===== src/rtl/weight_config_loader_if.sv =====
// Configuration stream port: 32-bit words with valid/ready handshake.
interface weight_config_loader_if;
  logic [31:0] s_data;
  logic        s_valid;
  logic        s_ready;

  modport master (output s_data, output s_valid, input  s_ready);
  modport slave  (input  s_data, input  s_valid, output s_ready);
endinterface


===== src/rtl/weight_config_loader.sv =====
// Decodes header+payload config packets into the shared neuron weight/bias load bus.
// One registered strobe per payload word, one cycle after acceptance; s_ready drops only in LOADED/ERROR.
module weight_config_loader #(
  parameter int layerBits  = 6,
  parameter int neuronBits = 10,
  parameter int countBits  = 14
) (
  input  logic                        clk,
  input  logic                        rst,
  weight_config_loader_if.slave       s_if,
  output logic                        weightValid,
  output logic                        biasValid,
  output logic [31:0]                 weightValue,
  output logic [31:0]                 biasValue,
  output logic [31:0]                 config_layer_num,
  output logic [31:0]                 config_neuron_num,
  output logic                        done,
  output logic                        loaded,
  output logic                        err,
  output logic [31:0]                 weight_count
);

  typedef enum logic [1:0] {IDLE, PAYLOAD, LOADED, ERROR} state_t;

  state_t                r_state;
  logic                  r_ready;
  logic [countBits-1:0]  r_cnt;
  logic                  r_is_bias;
  logic                  r_wvld;
  logic                  r_bvld;
  logic [31:0]           r_wval;
  logic [31:0]           r_bval;
  logic [31:0]           r_layer;
  logic [31:0]           r_neuron;
  logic                  r_done;
  logic                  r_loaded;
  logic                  r_err;
  logic [31:0]           r_wcount;

  state_t                w_state_nxt;
  logic [countBits-1:0]  w_cnt_nxt;
  logic                  w_is_bias_nxt;
  logic                  w_accept;
  logic                  w_wstb;
  logic                  w_bstb;
  logic                  w_done;
  logic                  w_hdr_load;
  logic                  w_loaded_set;
  logic                  w_err_set;
  logic [1:0]            w_type;
  logic [layerBits-1:0]  w_layer;
  logic [neuronBits-1:0] w_neuron;
  logic [countBits-1:0]  w_count;

  assign w_accept = s_if.s_valid & r_ready;
  assign w_type   = s_if.s_data[31:30];
  assign w_layer  = s_if.s_data[countBits+neuronBits +: layerBits];
  assign w_neuron = s_if.s_data[countBits +: neuronBits];
  assign w_count  = s_if.s_data[0 +: countBits];

  always_comb begin
    w_state_nxt   = r_state;
    w_cnt_nxt     = r_cnt;
    w_is_bias_nxt = r_is_bias;
    w_wstb        = 1'b0;
    w_bstb        = 1'b0;
    w_done        = 1'b0;
    w_hdr_load    = 1'b0;
    w_loaded_set  = 1'b0;
    w_err_set     = 1'b0;
    case (r_state)
      IDLE: begin
        if (w_accept) begin
          case (w_type)
            2'b00: begin
              w_hdr_load = 1'b1;
              if (w_count == '0) begin
                w_done = 1'b1;
              end else begin
                w_state_nxt   = PAYLOAD;
                w_cnt_nxt     = w_count;
                w_is_bias_nxt = 1'b0;
              end
            end
            2'b01: begin
              // Bias packets carry exactly one word regardless of the count field.
              w_hdr_load    = 1'b1;
              w_state_nxt   = PAYLOAD;
              w_cnt_nxt     = countBits'(1);
              w_is_bias_nxt = 1'b1;
            end
            2'b10: begin
              w_state_nxt  = LOADED;
              w_loaded_set = 1'b1;
              w_done       = 1'b1;
            end
            default: begin
              w_state_nxt = ERROR;
              w_err_set   = 1'b1;
            end
          endcase
        end
      end
      PAYLOAD: begin
        if (w_accept) begin
          w_wstb    = ~r_is_bias;
          w_bstb    = r_is_bias;
          w_cnt_nxt = r_cnt - countBits'(1);
          if (r_cnt == countBits'(1)) begin
            w_state_nxt = IDLE;
            w_done      = 1'b1;
          end
        end
      end
      default: ;
    endcase
  end

  always_ff @(posedge clk) begin
    if (!rst) begin
      r_state   <= IDLE;
      r_ready   <= 1'b0;
      r_cnt     <= '0;
      r_is_bias <= 1'b0;
      r_wvld    <= 1'b0;
      r_bvld    <= 1'b0;
      r_wval    <= '0;
      r_bval    <= '0;
      r_layer   <= '0;
      r_neuron  <= '0;
      r_done    <= 1'b0;
      r_loaded  <= 1'b0;
      r_err     <= 1'b0;
      r_wcount  <= '0;
    end else begin
      r_state   <= w_state_nxt;
      r_ready   <= (w_state_nxt == IDLE) || (w_state_nxt == PAYLOAD);
      r_cnt     <= w_cnt_nxt;
      r_is_bias <= w_is_bias_nxt;
      r_wvld    <= w_wstb;
      r_bvld    <= w_bstb;
      r_done    <= w_done;
      if (w_wstb) begin
        r_wval   <= s_if.s_data;
        r_wcount <= r_wcount + 32'd1;
      end
      if (w_bstb) r_bval <= s_if.s_data;
      if (w_hdr_load) begin
        r_layer  <= 32'(w_layer);
        r_neuron <= 32'(w_neuron);
      end
      if (w_loaded_set) r_loaded <= 1'b1;
      if (w_err_set)    r_err    <= 1'b1;
    end
  end

  assign s_if.s_ready      = r_ready;
  assign weightValid       = r_wvld;
  assign biasValid         = r_bvld;
  assign weightValue       = r_wval;
  assign biasValue         = r_bval;
  assign config_layer_num  = r_layer;
  assign config_neuron_num = r_neuron;
  assign done              = r_done;
  assign loaded            = r_loaded;
  assign err               = r_err;
  assign weight_count      = r_wcount;

endmodule


===== src/flat_wrapper.sv =====
// flat-port wrapper written by rule: the top's interface ports become plain ports
module weight_config_loader_flat 
#(
  parameter int layerBits  = 6,
  parameter int neuronBits = 10,
  parameter int countBits  = 14
)
  (clk, rst, weightValid, biasValid, weightValue, biasValue, config_layer_num, config_neuron_num, done, loaded, err, weight_count, s_if_s_data, s_if_s_valid, s_if_s_ready);
  weight_config_loader_if s_if_i ();
  input  logic clk;
  input  logic rst;
  output logic weightValid;
  output logic biasValid;
  output logic [31:0] weightValue;
  output logic [31:0] biasValue;
  output logic [31:0] config_layer_num;
  output logic [31:0] config_neuron_num;
  output logic done;
  output logic loaded;
  output logic err;
  output logic [31:0] weight_count;
  input wire logic [$bits(s_if_i.s_data)-1:0] s_if_s_data;
  input wire logic [$bits(s_if_i.s_valid)-1:0] s_if_s_valid;
  output wire logic [$bits(s_if_i.s_ready)-1:0] s_if_s_ready;
  assign s_if_i.s_data = s_if_s_data;
  assign s_if_i.s_valid = s_if_s_valid;
  assign s_if_s_ready = s_if_i.s_ready;
  weight_config_loader #(.layerBits(layerBits), .neuronBits(neuronBits), .countBits(countBits)) u_core (.clk(clk), .rst(rst), .s_if(s_if_i), .weightValid(weightValid), .biasValid(biasValid), .weightValue(weightValue), .biasValue(biasValue), .config_layer_num(config_layer_num), .config_neuron_num(config_neuron_num), .done(done), .loaded(loaded), .err(err), .weight_count(weight_count));
endmodule

===== config.mk =====
export PLATFORM = sky130hd
export DESIGN_NAME = weight_config_loader_flat
export DESIGN_NICKNAME = d
export VERILOG_FILES = /design/src/rtl/weight_config_loader_if.sv /design/src/rtl/weight_config_loader.sv /design/src/flat_wrapper.sv
export SDC_FILE = /design/constraint.sdc
export NUM_CORES = 1
export LEC_CHECK = 0
export CAP_MARGIN = 15
export CORE_AREA = 2 2 137 139
export CTS_CLUSTER_SIZE = 16
export DETAILED_ROUTE_END_ITERATION = 8
export DIE_AREA = 0 0 139 141
export GPL_TIMING_DRIVEN = 0
export HOLD_SLACK_MARGIN = 0.1
export SLEW_MARGIN = 20
export SYNTH_ARGS = -nofsm -noshare
export SYNTH_HDL_FRONTEND = slang
export SYNTH_SLANG_ARGS = --single-unit

===== constraint.sdc =====
create_clock -name clk -period 2.3 [get_ports clk]
set_clock_uncertainty 0.05 [all_clocks]
set_input_delay 0.46 -clock clk [delete_from_list [all_inputs] [get_ports clk]]
set_output_delay 0.46 -clock clk [all_outputs]
set_load 0.005 [all_outputs]

==> out/metrics.csv <==
metric,value,unit
power_switching,0.00142,W
cts.hold.buffers_added,0,
seq_area_frac_synth,46.3,%
fmax,459,MHz
crit_chain,"dlygate4sd2_1, or4_4, or4_4, o211ai_4, buf_6, o21ai_2, o221a_1",
gp_congestion,0.840,
synth.distinct_cells,52,
rows,50,
grt-ovfl-total,0,
cts_buffers,17,
cts_tree,yes,
power,0.00607,W
finalWirelength,17500,um
ir_worst_vdd,0.569,mV
grt_pass1_wl,27000,um
vias_per_cell,4.59,
pwr-share-clk,51.4,%
cp_slowest_stage_delay,0.50,ns
hpwl,12700,um
crit_required,2.56,ns
grt_usage,17.3,%
swShare,23.3,%
port_buffers,151,
worst_path_most_repeated_cell,or4_4,
syn_area,0.00584,mm^2
syn_inst,733,
critical_path.endpoint_type,register,
cts_sinks,135,
cp_top_family,simple AND/OR/NAND/NOR gates,
drtIter0Drc,279,
power.density,709,mW/mm^2
grt_max_degree,17,
worst-path-buf-inv,2,
ios,201,
tightest_slew,0.606,ns
seqPwrFrac,39.7,%
worstPathMaxFanout,5,
worstSkewPairLatency,0.42,ns
drc_errors,0,
r2r_cells,7,
r2r_setup_slack,0.21,ns
crit_path_start_kind,input pin,
internal_power,0.00466,W
holdWs,0.258,ns
crit-reg2reg-capture,u_core.r_cnt[10],
die_x,139,um
r2r_start,u_core.r_cnt[1],
htreeDepth,4,
wire_per_inst,14.6,um
rsz0062_at_grt,no,
leakagePower,3.12,nW
hold-path-cell-count,3,
layout-drive-gt1-share,11.0,%
status,"finished, final reports clean",
maxCapViolations,0,
fin_setup_tns,0,ns
cts_buffer_depth,2,
drv_slew,0,
cp_num_cells,7,
worstSetupPathType,in -> reg,
crit_arrival,2.44,ns
die_area,0.0196,mm^2
synthArstFlopShare,0,%
grt_pass1_vias,4911,
antenna_cells,0,
setup_violations,0,
slew-limit-headroom,59.2,%
layout_min_cycle_time,2.18,ns
synth_edf_count,0,
hp-class,in -> reg,
ant_nets,0,
synth.ff_latch_count,135,
clock_tree.root_cell,clkbuf_16,
antenna_found_initial,0,
synth_ff_type,dfxtp_1,
worstHoldEndpoint,u_core.biasValue[30],
via_count,5502,
initial_core_util,32.0,%
min_from,s_if_s_data[30],
clk_pin_slew,0.06,ns
syn_avg_cell_area,7.97,um^2
finish.utilization,46.9,%
fin_crit_sh,94.7,%
cpMaxStageDelayCell,or4_4,
final_net_count,990,
yosysWarnings,0,
first_pass_iters,5,
p_comb_share,8.9,%
report.final.hold_viol_count,0,
die_h,141,um
synthToLayoutAreaGrowth,46.8,%
core,0.0183,mm^2
==> cells in the final DEF, fill, tap and decap left out, types with 6 or more instances in the layout <==
| cell type | Yosys | routed |
|---|---|---|
| xor2_1 | 11 | 11 |
| buf_4 | 48 | 50 |
| and4_1 | 6 | 6 |
| nor3_1 | 18 | 17 |
| clkbuf_16 | 0 | 17 |
| conb_1 | 1 | 48 |
| dfxtp_1 | 135 | 135 |
| nand2_1 | 186 | 186 |
| o21ai_0 | 11 | 11 |
| clkbuf_1 | 38 | 31 |
| nor4_1 | 9 | 9 |
| xnor2_1 | 22 | 22 |
| clkbuf_2 | 0 | 7 |
| clkdlybuf4s50_1 | 0 | 146 |
| nor2_1 | 57 | 57 |
| nand3_1 | 11 | 11 |
| inv_1 | 11 | 11 |
| a21oi_1 | 93 | 93 |
==> stage by stage <==
| stage | instance area (um^2) | setup WS [ns] | cells |
|---|---|---|---|
| after floorplan | 6020 | -0.0148 | 780 |
| after global placement | 7820 | -0.801 | 1165 |
| after detailed placement | 7830 | -0.678 | 1165 |
| after CTS | 8510 | 0.0152 | 1196 |
| after global routing | 8570 | 0.0125 | 1199 |
| final | 8570 | 0.123 | 1199 |
==> cells by family after synthesis <==
logic type / count (synthesis) / synth area share [%]
compound gates: 135 / 13.5
simple gates: 324 / 24.5
buf+inv: 101 / 9.86
flops: 135 / 46.3
fa+ha+maj: 3 / 0.643
other cells: 1 / 0.0642
xor+xnor: 33 / 4.95
mux: 1 / 0.171
==> cell usage after synthesis (3+ instances only) <==
library cell  number  area share [%]
a21oi_1           93             8.0
a221oi_1           5            0.75
a32oi_1            4            0.60
and2_1             5            0.54
and4_1             6            0.90
and4b_1            3            0.51
buf_4             48             6.2
clkbuf_1          38             2.4
dfxtp_1          135              46
ha_1               3            0.64
inv_1             11            0.71
nand2_1          186              12
nand2b_1           3            0.32
nand3_1           11            0.94
nand3b_1           3            0.39
nand4_1            5            0.54
nor2_1            57             3.7
nor3_1            18             1.5
nor4_1             9            0.96
o211ai_1           3            0.39
o21ai_0           11            0.94
o31ai_1            3            0.39
or3_1              5            0.54
xnor2_1           22             3.3
xor2_1            11             1.6
==> registers in the layout (all words and copies together), names as in the netlist <==
signal,flops
u_core.err,1
u_core.weightValue,32
u_core.biasValid,1
u_core.r_cnt,14
u_core.weight_count,32
u_core.biasValue,32
u_core.weightValid,1
u_core.done,1
u_core.loaded,1
u_core.config_layer_num,6
u_core.config_neuron_num,10
u_core.s_if.s_ready,1
u_core.r_state,2
u_core.r_is_bias,1
==> tightest hold or removal path, delay by kind of cell <==
kind	cells	cell delay [ns]
buf+inv	1	0.12
simple gates	1	0.05
compound gates	1	0.05
==> area by class of cell <==
class,instances,area [um^2]
Tap cell,234,293
Fill cell,1807,9700
Timing Repair Buffer,154,1530
Inverter,11,41.3
Buffer,89,544
Clock buffer,20,467
Clock inverter,12,211
Sequential cell,135,2700
Multi-Input combinational cell,544,2780
==> how the worst max path moves through the flow <==
| stage | startpoint | slack [ns] | end |
|---|---|---|---|
| final | s_if_s_data[1] | 0.12 | u_core.r_cnt[0] |
| after global routing | s_if_s_valid | 0.01 | u_core.weightValue[2] |
| after detailed placement | s_if_s_data[2] | -0.68 | u_core.r_cnt[13] |
| after global placement | s_if_s_valid | -0.80 | u_core.weightValue[27] |
| after CTS | s_if_s_data[2] | 0.02 | u_core.r_cnt[0] |
| after floorplan | s_if_s_data[30] | -0.01 | u_core.r_cnt[0] |
==> layer usage <==
layer / up-vias / wire length, um / track usage (%) / part of all wire, %
met5: - / 0 / 0 / 0
met4: 0 / 180 / 5.53 / 1.0
met3: 15 / 1410 / 6.93 / 8.1
met2: 143 / 8190 / 27.8 / 47
met1: 2529 / 7690 / 21.4 / 44
li1: 2815 / - / - / -
==> power by group through the flow <==
stage	combinational, W	sequential (W)	clock [W]
6_report	0.000540	0.00241	0.00312
5_1_grt	0.000589	0.00242	0.00328
4_1_cts	0.000528	0.00241	0.00317
3_5_place_dp	0.000525	0.00246	0
3_3_place_gp	0.000525	0.00246	0
2_1_floorplan	0.000316	0.00246	0
==> repair_timing <==
item / 4_1_cts / 5_1_grt
resized for setup: 7 / 20
setup endpoints to repair: 40 / 54
gates cloned: 0 / 1
endpoints found under the hold margin: 0 / 0
setup buffers: 0 / 2
pin swaps: 1 / 2
(Power assumes the default switching activity.)
